$ cat src/rtl/ltl_cluster_ctrl.sv
// ltl_cluster_ctrl: sequences a 10-property LTL monitor cluster, tags its hits with symbol
// sequence numbers and reports them to the host one at a time, round-robin.
module ltl_cluster_ctrl #(
  parameter int N_PROP    = 10,
  parameter int SYM_W     = 8,
  parameter int SEQ_W     = 16,
  parameter int HIT_LAT   = 1,
  parameter int FLUSH_CYC = 2
) (
  input  logic              clk,
  input  logic              reset,
  input  logic              cfg_enable,
  input  logic [N_PROP-1:0] cfg_mask,
  input  logic              flush_req,
  input  logic              sticky_clr,
  input  logic              sym_valid,
  output logic              sym_ready,
  input  logic [SYM_W-1:0]  sym_in,
  output logic              mon_run,
  output logic [SYM_W-1:0]  mon_symbols,
  output logic              mon_reset,
  input  logic [N_PROP-1:0] ltl_hit,
  output logic              rpt_valid,
  input  logic              rpt_ready,
  output logic [3:0]        rpt_id,
  output logic [SEQ_W-1:0]  rpt_seq,
  output logic [N_PROP-1:0] viol_sticky,
  output logic              ovf_sticky
);
  localparam logic [1:0] S_IDLE = 2'd0, S_FLUSH = 2'd1, S_RUN = 2'd2, S_DRAIN = 2'd3;
  localparam int CNT_W = $clog2(FLUSH_CYC > HIT_LAT ? FLUSH_CYC : HIT_LAT) + 1;
  localparam int ID_W = 4;
  localparam int SUM_W = ID_W + 1;
  logic [1:0]         state_q, state_d;
  logic [CNT_W-1:0]   cnt_q, cnt_d;
  logic [SEQ_W-1:0]   seq_q, seq_d;
  logic               mon_run_q, mon_run_d;
  logic [SYM_W-1:0]   mon_sym_q, mon_sym_d;
  logic [SEQ_W-1:0]   mon_seq_q, mon_seq_d;
  logic [HIT_LAT-1:0] dly_run_q, dly_run_d;
  logic [SEQ_W-1:0]   dly_seq_q [HIT_LAT];
  logic [SEQ_W-1:0]   dly_seq_d [HIT_LAT];
  logic [N_PROP-1:0]  pend_q, pend_d, viol_q, viol_d;
  logic               ovf_q, ovf_d;
  logic [SEQ_W-1:0]   slot_q [N_PROP];
  logic [SEQ_W-1:0]   slot_d [N_PROP];
  logic               rpt_valid_q, rpt_valid_d;
  logic [ID_W-1:0]    rpt_id_q, rpt_id_d, rr_q, rr_d;
  logic [SEQ_W-1:0]   rpt_seq_q, rpt_seq_d;
  logic               accept, hs, take, gnt_v;
  logic [N_PROP-1:0]  clr, hit, avail, rot;
  logic [ID_W-1:0]    off, gnt_id;
  logic [SUM_W-1:0]   sum;
  assign sym_ready   = state_q == S_RUN;
  assign accept      = sym_valid & sym_ready;
  assign mon_reset   = state_q == S_FLUSH;
  assign mon_run     = mon_run_q;
  assign mon_symbols = mon_sym_q;
  assign rpt_valid   = rpt_valid_q;
  assign rpt_id      = rpt_id_q;
  assign rpt_seq     = rpt_seq_q;
  assign viol_sticky = viol_q;
  assign ovf_sticky  = ovf_q;
  assign hs          = rpt_valid_q & rpt_ready;
  assign clr         = hs ? N_PROP'(1) << rpt_id_q : '0;
  always_comb begin
    state_d = state_q;
    cnt_d   = cnt_q;
    seq_d   = accept ? seq_q + SEQ_W'(1) : seq_q;
    case (state_q)
      S_IDLE: if (cfg_enable) begin
        state_d = S_FLUSH;
        cnt_d   = '0;
      end
      S_FLUSH: begin
        seq_d = '0;
        cnt_d = cnt_q + CNT_W'(1);
        if (cnt_q == CNT_W'(FLUSH_CYC - 1)) state_d = S_RUN;
      end
      S_RUN: if (flush_req || !cfg_enable) begin
        state_d = S_DRAIN;
        cnt_d   = '0;
      end
      default: begin
        cnt_d = cnt_q + CNT_W'(1);
        if (cnt_q == CNT_W'(HIT_LAT - 1)) begin
          state_d = cfg_enable ? S_FLUSH : S_IDLE;
          cnt_d   = '0;
        end
      end
    endcase
  end
  // The issued symbol's seq travels with mon_run so each hit is tagged with its cause.
  always_comb begin
    mon_run_d    = accept;
    mon_sym_d    = accept ? sym_in : mon_sym_q;
    mon_seq_d    = accept ? seq_q : mon_seq_q;
    dly_run_d    = dly_run_q;
    dly_seq_d    = dly_seq_q;
    dly_run_d[0] = mon_run_q;
    dly_seq_d[0] = mon_seq_q;
    for (int k = 1; k < HIT_LAT; k++) begin
      dly_run_d[k] = dly_run_q[k-1];
      dly_seq_d[k] = dly_seq_q[k-1];
    end
  end
  always_comb begin
    hit    = dly_run_q[HIT_LAT-1] ? ltl_hit & cfg_mask : '0;
    pend_d = pend_q;
    slot_d = slot_q;
    viol_d = (sticky_clr ? '0 : viol_q) | hit;
    ovf_d  = ovf_q & ~sticky_clr;
    for (int i = 0; i < N_PROP; i++) begin
      if (hit[i] && (!pend_q[i] || clr[i])) begin
        pend_d[i] = 1'b1;
        slot_d[i] = dly_seq_q[HIT_LAT-1];
      end else begin
        if (hit[i]) ovf_d = 1'b1;
        if (clr[i]) pend_d[i] = 1'b0;
      end
    end
  end
  // Rotate pending so bit 0 is rr_ptr; the lowest set bit is the next grant.
  always_comb begin
    rr_d  = hs ? (rpt_id_q == ID_W'(N_PROP - 1) ? '0 : rpt_id_q + ID_W'(1)) : rr_q;
    avail = pend_q & ~clr;
    rot   = N_PROP'({avail, avail} >> rr_d);
    gnt_v = 1'b0;
    off   = '0;
    for (int k = N_PROP - 1; k >= 0; k--) begin
      if (rot[k]) begin
        gnt_v = 1'b1;
        off   = ID_W'(k);
      end
    end
    sum         = {1'b0, rr_d} + {1'b0, off};
    gnt_id      = sum >= SUM_W'(N_PROP) ? ID_W'(sum - SUM_W'(N_PROP)) : ID_W'(sum);
    take        = !rpt_valid_q || rpt_ready;
    rpt_valid_d = take ? gnt_v : rpt_valid_q;
    rpt_id_d    = take && gnt_v ? gnt_id : rpt_id_q;
    rpt_seq_d   = take && gnt_v ? slot_q[gnt_id] : rpt_seq_q;
  end
  always_ff @(posedge clk or negedge reset) begin
    if (!reset) begin
      state_q     <= S_IDLE;
      cnt_q       <= '0;
      seq_q       <= '0;
      mon_run_q   <= 1'b0;
      mon_sym_q   <= '0;
      mon_seq_q   <= '0;
      dly_run_q   <= '0;
      dly_seq_q   <= '{default: '0};
      pend_q      <= '0;
      slot_q      <= '{default: '0};
      viol_q      <= '0;
      ovf_q       <= 1'b0;
      rr_q        <= '0;
      rpt_valid_q <= 1'b0;
      rpt_id_q    <= '0;
      rpt_seq_q   <= '0;
    end else begin
      state_q     <= state_d;
      cnt_q       <= cnt_d;
      seq_q       <= seq_d;
      mon_run_q   <= mon_run_d;
      mon_sym_q   <= mon_sym_d;
      mon_seq_q   <= mon_seq_d;
      dly_run_q   <= dly_run_d;
      dly_seq_q   <= dly_seq_d;
      pend_q      <= pend_d;
      slot_q      <= slot_d;
      viol_q      <= viol_d;
      ovf_q       <= ovf_d;
      rr_q        <= rr_d;
      rpt_valid_q <= rpt_valid_d;
      rpt_id_q    <= rpt_id_d;
      rpt_seq_q   <= rpt_seq_d;
    end
  end
endmodule
$ cat config.mk
export PLATFORM = sky130hd
export DESIGN_NAME = ltl_cluster_ctrl
export DESIGN_NICKNAME = d
export VERILOG_FILES = /design/src/rtl/ltl_cluster_ctrl.sv
export SDC_FILE = /design/constraint.sdc
export NUM_CORES = 1
export LEC_CHECK = 0
export ABC_CLOCK_PERIOD_IN_PS = 6300
export CORE_MARGIN = 8
export CORE_UTILIZATION = 45
export DETAILED_ROUTE_END_ITERATION = 6
export HOLD_SLACK_MARGIN = 0.03
export PLACE_DENSITY = 0.75
export REMOVE_ABC_BUFFERS = 1
export SYNTH_ARGS = -nofsm -noshare
export SYNTH_HDL_FRONTEND = slang
export SYNTH_SLANG_ARGS = --single-unit
$ cat constraint.sdc
create_clock -name clk -period 6.3 [get_ports clk]
set_input_delay 0.63 -clock clk [delete_from_list [all_inputs] [get_ports clk]]
set_output_delay 0.63 -clock clk [all_outputs]
set_load 0.03 [all_outputs]
=== Yosys cells after proc, flatten, opt, wreduce, memory -nomap -nowiden ===
Cells that the tools add are included.

* Output and inout bits: 43
* Word-level logic and storage cells: 191
* Register bits: 268
* Input port bits: 35

* Reductions and logical operators: 51
* Add/sub/neg operators: 5
* Shifts and indexed selects: 2
* Multiplexer cells: 81
* Equality and inequality tests: 7
* Bitwise logic cells: 9
* Magnitude comparators: 2

{| class="wikitable"
|+ Operators with widths
! operator !! count
|-
| 16-bit binary-select mux with 4-bit select || 1
|-
| 16-bit two-way mux || 4
|-
| 4-bit two-way mux || 13
|-
| 1-bit two-way mux || 51
|-
| 10-bit two-way mux || 3
|-
| 2-bit nonzero test || 11
|-
| 10-bit AND || 2
|-
| 20-bit by 4-bit >> shifter with 10-bit output || 1
|-
| 16-bit by 1-bit adder with 16-bit output (second input constant) || 1
|-
| 2-bit two-way mux || 7
|-
| 1-bit zero test || 12
|-
| 1-bit logical OR || 12
|-
| 2-bit case mux with 3 select lines || 2
|-
| 1-bit logical AND || 11
|-
| 10-bit inverter || 1
|-
| 10-bit bitwise OR || 1
|-
| 1-bit by 4-bit << shifter with 10-bit output (first input constant) || 1
|-
| 4-bit by 4-bit adder with 5-bit output || 1
|-
| 5-bit by 4-bit >= comparator with 1-bit output (second input constant) || 1
|-
| 5-bit >= comparator (second input constant) || 1
|-
| 4-bit inverter with 5-bit output || 1
|-
| 4-bit by 1-bit adder with 4-bit output (second input constant) || 1
|-
| 2-bit by 1-bit equality test with 1-bit output (second input constant) || 2
|-
| 4-bit equality test (second input constant) || 1
|-
| 11 further kinds || 15
|}

=== Logic depth before layout (Yosys ltp) ===
Gate-level depths: netlist (run 1).

* Depth in word-level cells: 23
* Gate-level depth with buffers: 26
* Mapped depth without buffers: 23

=== Worst setup path before layout (run 1) ===
No wires, ideal clock.

* Path type: register -> register
* From: register rpt_id_q[0], in the netlist rpt_id[0]
* To: register rpt_seq_q[10], in the netlist rpt_seq[10]
* Path slack: 545 ps
* Stages on the path, launching flop included: 26
* Setup time: 125 ps
* Arrival time: 5629 ps
* Buffers on the path: 3
* Clock period less this slack: 5755 ps
* Data required time: 6175 ps
* Cells stage by stage: dfrtp_1 buf_2 and2_1 ha_1 nand3_1 o221ai_4 buf_6 and3_1 a32o_1 a31o_1 a22o_1 a311oi_1 a32o_1 nand3_1 ha_1 fa_1 xnor2_1 ha_1 nand2_1 a21boi_2 xnor2_1 clkbuf_1 mux4_2 a22oi_1 o21ai_0 mux2_4

* Word-level cells in the longest chain between the ends: 22
* Elaborated cells between the ends (all ways): 38
* Those cells by class: add/sub: 3; order compare: 1; eq/ne: 1; shift: 2; mux: 27; bitwise: 3; reduce/logical: 1

{| class="wikitable"
|+ Ends and longest elaborated chain
! element !! RTL line !! text
|-
| start: declaration || 48 || <nowiki>logic [ID_W-1:0] rpt_id_q, rpt_id_d, rr_q, rr_d;</nowiki>
|-
| start signal: assignment || 176 || <nowiki>rpt_id_q <= rpt_id_d;</nowiki>
|-
| parallel branches: the longest is 22 deep, another holds 4-bit by 1-bit adder with 4-bit output || -- ||
|-
| end signal: assignment || 177 || <nowiki>rpt_seq_q <= rpt_seq_d;</nowiki>
|-
| end: declaration || 49 || <nowiki>logic [SEQ_W-1:0] rpt_seq_q, rpt_seq_d;</nowiki>
|}

Several ways; the timed one is not identified. The select of a mux whose other input is x is not followed.
A chain may end at the register's enable or synchronous reset.

=== Worst setup path in the final report (run 1) ===
* From: register rpt_id_q[0], in the netlist rpt_id[0]
* To: register rpt_seq_q[13], in the netlist rpt_seq[13]

The elaborated chain is that of the path after synthesis.

==> results of run 1 <==
## registers in the layout, summed over array words and instances, names as in the netlist
| register | cells |
|---|---|
| ovf_sticky | 1 |
| mon_run | 1 |
| rpt_seq | 16 |
| rpt_valid | 1 |
| dly_seq_q | 16 |
| pend_q | 10 |
| cnt_q | 2 |
| slot_q | 160 |
| dly_run_q | 1 |
| viol_sticky | 10 |
| rr_q | 4 |
| seq_q | 16 |
| mon_symbols | 8 |
| state_q | 2 |
| rpt_id | 4 |
| dly_seq_d | 16 |
## how the worst max path moves through the flow
stage / from / to / slack [ns]
6_report: rpt_id[0] / rpt_seq[13] / 0.41
5_1_grt: rpt_id[2] / rpt_seq[15] / 0.11
4_1_cts: rpt_id[0] / rpt_seq[9] / 0.44
3_5_place_dp: rpt_ready / rpt_seq[9] / -0.07
3_3_place_gp: rpt_ready / rpt_seq[8] / 0.06
2_1_floorplan: rpt_valid / rpt_seq[0] / -1.14
## cells by family after synthesis
family | Yosys count | synth area share, %
AND/OR/NAND/NOR | 229 | 8.70
XOR/XNOR | 18 | 1.24
flip-flops | 268 | 52.6
adder cells (fa/ha/maj) | 16 | 1.63
multiplexers | 236 | 24.2
AO/OA/AOI/OAI | 138 | 8.39
buffers and inverters | 96 | 3.22
## cell usage in the layout, fill, tap and decap left out, drive strengths merged, types with 5 or more instances in the layout
cell type / n
a21oi: 10
a22oi: 18
and2: 5
and3: 6
buf: 51
clkbuf: 39
clkdlybuf4s50: 76
clkinv: 8
dfrtp: 268
ha: 15
inv: 27
mux2: 183
mux2i: 21
mux4: 32
nand2: 116
nand2b: 14
nand3: 35
nor2: 28
o211ai: 19
o21ai: 52
xnor2: 5
xor2: 13
## layout make-up
class	count	area, um2
fillers	2254	12800
clock buffers	39	782
flip-flops and latches	268	6710
multi-input cells	637	5650
well taps	378	473
inverters	27	101
repair buffers	127	1190
clock inverters	13	183
## Yosys cell counts (5+ instances only)
master and number:
a21oi_1 9, a22oi_1 18, and3_1 6, buf_1 22, buf_6 5, clkbuf_1 36
dfrtp_1 268, ha_1 15, inv_1 24, mux2_2 163, mux2_4 20, mux2i_1 20
mux4_2 32, nand2_1 116, nand2b_1 14, nand3_1 35, nor2_1 26, o211ai_1 14
o21ai_0 36, o21ai_1 8, o21ai_2 8, xnor2_1 5, xor2_1 13
## routing by layer
metal / up-vias / track usage (%) / wire length [um]
met5: - / 0 / 0
met4: 0 / 5.03 / 729
met3: 48 / 2.52 / 1220
met2: 188 / 29.2 / 14000
met1: 4250 / 23.6 / 13100
li1: 3774 / - / -
## metrics by stage
stage	hold WS, ns	util [%]	cell area, um2
CTS	0.279	54.2	15100
finish	0.229	54.2	15100
detailed placement	0.365	50.7	14100
floorplan	0.334	-	12400
global placement	0.359	50.7	14100
global route	0.323	54.2	15100
## worst register-to-register path, cell delays in order, from the launching register on
cell	delay (ns)
dfrtp_1	0.40
and2_1	0.20
ha_1	0.28
nand3_1	0.13
o221ai_4	0.16
buf_4	0.26
o211ai_4	0.09
a32o_1	0.26
a31o_1	0.19
a22o_1	0.21
a311oi_1	0.29
a32o_1	0.21
nand3_1	0.12
ha_4	0.18
fa_1	0.40
xnor2_1	0.30
nand3b_1	0.11
nand2_1	0.09
a21boi_2	0.08
xnor2_2	0.62
buf_4	0.31
mux4_2	0.30
a22oi_1	0.19
o21ai_0	0.11
mux2_4	0.27
==> results by group, run 1 <==
Place
  • Detailed placement HPWL: about 18,000 um
  • Final GP Congestion: 0.916
  • Dpl cells: roughly 1,400
  • # port buffers: 77
  • Setup WS pre-CTS: -0.0672 ns

Timing
  • Max-slew violation count: 0
  • RSZ-0062 raised after global routing: no
  • Setup Viol. Count Final: 0
  • Final hold vios: 0
  • Slew @ Worst Pin: around 1.2 ns
  • Max Clock Skew: roughly 0.013 ns
  • Post-route setup TNS: 0 ns
  • Max-slew headroom: 18.5%
  • Tmin final: just under 6 ns
  • Fmax: between 150 and 200 MHz
  • Final worst-path cycle share: between 90% and 100%
  • Final worst setup slack: 0.410 ns

Drt
  • Vias/cell: 5.55
  • Final WL: approximately 29,000 um
  • Post-DR wirelength/cell: slightly below 20 um
  • Vias: 8,260
  • DRT Pass-1 Iters: 5
  • Detail Route Antenna Nets: 0
  • # DRC: 0
  • 1st-iter DRT viols: ~650

Synthesis
  • Syn Inst Count: 1,001
  • Ys async rst share: 100%
  • Largest area contributor in the netlist: dfrtp_1
  • Sequential share of the synthesized area: 52.6%
  • Synth unique cells: around 70
  • EDFF count, synth: 0
  • Syn_area_per_cell: about 13 um2
  • Yosys top cell area share: 52.6%
  • Post-synth top flop: dfrtp_1
  • Synth warn: 0
  • Synth Register Bits: 268
  • Synth top area cells: dfrtp_1 53%, mux2_2 14%, mux4_2 5.7%, nand2_1 3.4%, mux2_4 2.4%
  • Cell Area, Synth: around 0.013 mm2

Worst setup path
  • Arrival time worst endpoint: 6.31 ns
  • Crit. End Element: flip-flop
  • Crit Path Class: flip-flop to flip-flop
  • Critical Path Stages: 24
  • CP Buf/Inv Count: 2
  • RR Endpoint: rpt_seq[13]
  • Crit path required time: about 6.7 ns
  • Critical-path cell list: and2_1, ha_1, nand3_1, o221ai_4, buf_4, o211ai_4, a32o_1, a31o_1, a22o_1, a311oi_1, a32o_1, nand3_1, ha_4, fa_1, xnor2_1, nand3b_1, nand2_1, a21boi_2, xnor2_2, buf_4, mux4_2, a22oi_1, o21ai_0, mux2_4
  • Top Family by Delay on Critical Path: compound AO/OA/AOI/OAI gates
  • Flop-to-flop setup slack: 0.41 ns
  • Worst-path fanout max: 9
  • Slowest cell delay on critical path: around 0.62 ns
  • Startpoint class of the critical path: flip-flop
  • R2R depth: 24
  • Slowest library cell on the worst path: xnor2_2
  • Worst flop-to-flop path startpoint: rpt_id[0]

Clock tree
  • TritonCTS Buffers: 28
  • Clock Path Buffers: 3
  • Clk sinks: between 200 and 300
  • CTS tree: built
  • Setup Buffers After CTS: 0
  • Clock-pin slew on the worst setup and hold paths: ~0.060 ns
  • CTS Root Cell: clkbuf_16
  • Worst-skew pair later-pin latency: around 0.54 ns
  • Cts hold-fix bufs: 0
  • Cells resized by post-CTS repair: 0
  • Max H-tree Level: 1

GRT
  • Overflow after GRT: 0
  • GRT Total Usage: between 10% and 20%
  • First-pass GRT wire length: 48,000 um
  • Vias in the first global route: 8,789
  • Initial antenna violation count: 0
  • Largest net degree at the start of global routing: 140

Layout
  • Layout net count: ~1,100
  • Layout Cells excl Fill: 1,489
  • Diode count: 0
  • Layout cells sized above 1: about a third
  • Layout area overhead: 18.4%

Status
  • Status: finished clean

Floorplan
  • Die width: around 180 um
  • Num ports: around 80
  • Chip Height: 184 um
  • Core ar.: ~0.028 mm2
  • Starting density of the core: roughly 46%
  • Die ar.: 0.0339 mm2
  • Rows: roughly 60

Job
  • MaxCap Viol Count: 0

Hold path
  • Worst hold path type: input port to asynchronous set/reset pin
Power of run 1 is left out: the tool's default activity adds up to more than one toggle a clock period on the data nets, which glitch-free logic cannot reach.
==> inputs of run 2 (changes only) <==
Settings changed: CAP_MARGIN set to 10, CTS_CLUSTER_SIZE set to 25.
==> results of run 2 <==
No change in the layout: final DEF, timing and power equal those of run 1.
Power of run 2 is left out for the same reason.
==> inputs of run 3 (changes only) <==
Settings changed: PLACE_DENSITY 0.75 to not set, SKIP_LAST_GASP set to 1.
==> results by group, run 3 (synthesis gave the netlist of run 1 again) <==
Drt
  • Detail Route Antenna Nets: 0 (unchanged)
  • DRT Pass-1 Iters: 7 (was 5)
  • # DRC: 0 (unchanged)
  • Post-DR wirelength/cell: 20.0 um (was 19.5 um)
  • Vias/cell: 5.55 (about the same)
  • 1st-iter DRT viols: 598 (was 648)
  • Final WL: 29,700 um (was 29,100 um)
  • Vias: 8,230 (was 8,260)

Layout
  • Number of fill cells in the layout: 2,387 (was 2,254)
  • Layout cells sized above 1: 31.6% (was 31.7%)
  • Finished Core Util: 54.0% (was 54.2%)
  • Layout area overhead: 18.0% (was 18.4%)
  • Layout net count: 1,135 (was 1,140)
  • Most frequent cells in the layout: 268 x dfrtp_1, 163 x mux2_2, 116 x nand2_1 (unchanged)
  • Most common cell after layout, fill and taps aside: dfrtp_1 (unchanged)
  • Most flop-heavy register: slot_q (unchanged)
  • Largest register FFs: 160 (unchanged)
  • Diode count: 0 (unchanged)

Hold path
  • Worst hold path type: input port to asynchronous set/reset pin (unchanged)

Worst setup path
  • Crit Path Class: input port to flip-flop (was flip-flop to flip-flop)
  • Arrival time worst endpoint: 6.40 ns (was 6.31 ns)
  • Worst flop-to-flop path startpoint: rpt_valid (was rpt_id[0])
  • Crit path from: rpt_ready (was rpt_id[0])
  • Crit. End Element: flip-flop (unchanged)
  • Worst-path fanout max: 13 (was 9)
  • Critical-path cell list: clkdlybuf4s50_1, buf_4, and3b_4, nor2_8, o21ai_0, o21ai_0, a31o_1, a22o_1, a311oi_1, a32o_1, nand3_1, ha_4, fa_1, xnor2_1, ha_1, nand2_1, a21boi_2, mux2i_1, and2_1, buf_4, a22oi_1, o21ai_0, mux2_4 (was and2_1, ha_1, nand3_1, o221ai_4, buf_4, o211ai_4, a32o_1, a31o_1, a22o_1, a311oi_1, a32o_1, nand3_1, ha_4, fa_1, xnor2_1, nand3b_1, nand2_1, a21boi_2, xnor2_2, buf_4, mux4_2, a22oi_1, o21ai_0, mux2_4)
  • R2R depth: 21 (was 24)
  • Slowest library cell on the worst path: and2_1 (was xnor2_2)
  • Startpoint class of the critical path: input port (was flip-flop)
  • Slowest cell delay on critical path: 0.64 ns (was 0.62 ns)
  • CP most frequent cell: o21ai_0
  • Crit path required time: 6.77 ns (was 6.72 ns)

Timing
  • Setup Viol. Count Final: 0 (unchanged)
  • Max-slew headroom: 21.4% (was 18.5%)
  • Slew @ Worst Pin: 1.18 ns (was 1.22 ns)
  • Tmin final: 5.92 ns (was 5.89 ns)
  • Final worst-path cycle share: 94.0% (was 93.5%)
  • RSZ-0062 raised after global routing: no (unchanged)
  • Max-slew violation count: 0 (unchanged)
  • Post-route setup TNS: 0 ns (unchanged)
  • Final worst setup slack: 0.375 ns (was 0.410 ns)
  • Max Clock Skew: 0.0138 ns (was 0.0125 ns)
  • Final hold vios: 0 (unchanged)
  • Fmax: 169 MHz (was 170 MHz)

GRT
  • Largest net degree at the start of global routing: 138 (was 140)
  • GRT Total Usage: 18.0% (was 17.5%)
  • Vias in the first global route: 8,508 (was 8,789)
  • Initial antenna violation count: 0 (unchanged)
  • Overflow after GRT: 0 (unchanged)
  • Met1 Use GR: 25.4% (was 23.6%)
  • Grt met3 use: 2.78% (was 2.52%)
  • Grt met2 use: 28.7% (was 29.2%)
  • First-pass GRT wire length: 48,600 um (was 48,000 um)
  • GR peak layer: met2 (unchanged)

Job
  • MaxCap Viol Count: 0 (unchanged)

Clock tree
  • Cts hold-fix bufs: 0 (unchanged)
  • Clock Path Buffers: 3 (unchanged)
  • CTS tree: built (unchanged)
  • Setup Buffers After CTS: 0 (unchanged)
  • Cells resized by post-CTS repair: 0 (unchanged)
  • TritonCTS Buffers: 29 (was 28)
  • Clock-pin slew on the worst setup and hold paths: 0.06 ns (about the same)
  • Clk sinks: 268 (unchanged)
  • Worst-skew pair later-pin latency: 0.54 ns (about the same)
  • Max H-tree Level: 1 (unchanged)
  • CTS Root Cell: clkbuf_16 (unchanged)

Floorplan
  • Starting density of the core: 45.7% (unchanged)
  • Die width: 184 um (unchanged)
  • Core ar.: 0.0279 mm2 (unchanged)
  • Chip Height: 184 um (unchanged)
  • Die ar.: 0.0339 mm2 (unchanged)
  • Rows: 61 (unchanged)
  • Num ports: 78 (unchanged)

Place
  • Setup WS pre-CTS: -0.0161 ns (was -0.0672 ns)
  • Detailed placement HPWL: 19,300 um (was 18,300 um)
  • Final GP Congestion: 0.918 (was 0.916)
  • # port buffers: 77 (unchanged)

Status
  • Status: finished clean (unchanged)
## run 3: cell count changes in the layout (fill, tap and decap cells not counted), sizes merged
cell      change
buf           -6
clkbuf        -2
clkinv        +2
clkinvlp      +2
bufinv        -1
## run 3: worst max-delay path: cells and delay by family
family / cells / cell delay (ns)
xor gates and xnor gates: 1 / 0.23
muxes: 2 / 0.52
adders and majority gates: 3 / 0.80
buffers and inverters: 3 / 0.91
and+or+nand+nor: 5 / 1.17
AOI/OAI and AO/OA: 9 / 2.12
## run 3: layer usage
metal | wire [um] | vias to the layer above | part of all wire (%)
met5 | 0 | - | 0
met4 | 601 | 0 | 2.0
met3 | 1290 | 42 | 4.3
met2 | 13900 | 181 | 47
met1 | 14000 | 4250 | 47
li1 | - | 3757 | -
## run 3: area by class of cell
cell class | count | area [um2] | area share (%)
clock buffer | 37 | 776 | 5.16
clock inverter | 16 | 166 | 1.11
inverter | 27 | 101 | 0.674
multi-input combinational | 637 | 5660 | 37.7
sequential | 268 | 6710 | 44.6
tap | 378 | 473 | 3.15
timing repair buffer | 121 | 1140 | 7.61
## run 3: metrics by stage
stage / area [um2] / instances / hold slack (ns)
after floorplan: 12400 / 932 / 0.334
after global placement: 14100 / 1431 / 0.356
after detailed placement: 14100 / 1431 / 0.360
after CTS: 15000 / 1484 / 0.273
after global routing: 15000 / 1484 / 0.311
final: 15000 / 1484 / 0.221
## run 3: final timing paths
path	end	slack, ns
min	slot_q[23]	0.22
max	rpt_seq[14]	0.38
max in group asynchronous	slot_q[101]	4.81
max reg2reg	rpt_seq[14]	0.38
min in group clk	dly_seq_q[9]	0.37
min reg2reg	dly_seq_q[9]	0.37
Power of run 3 is left out for the same reason.
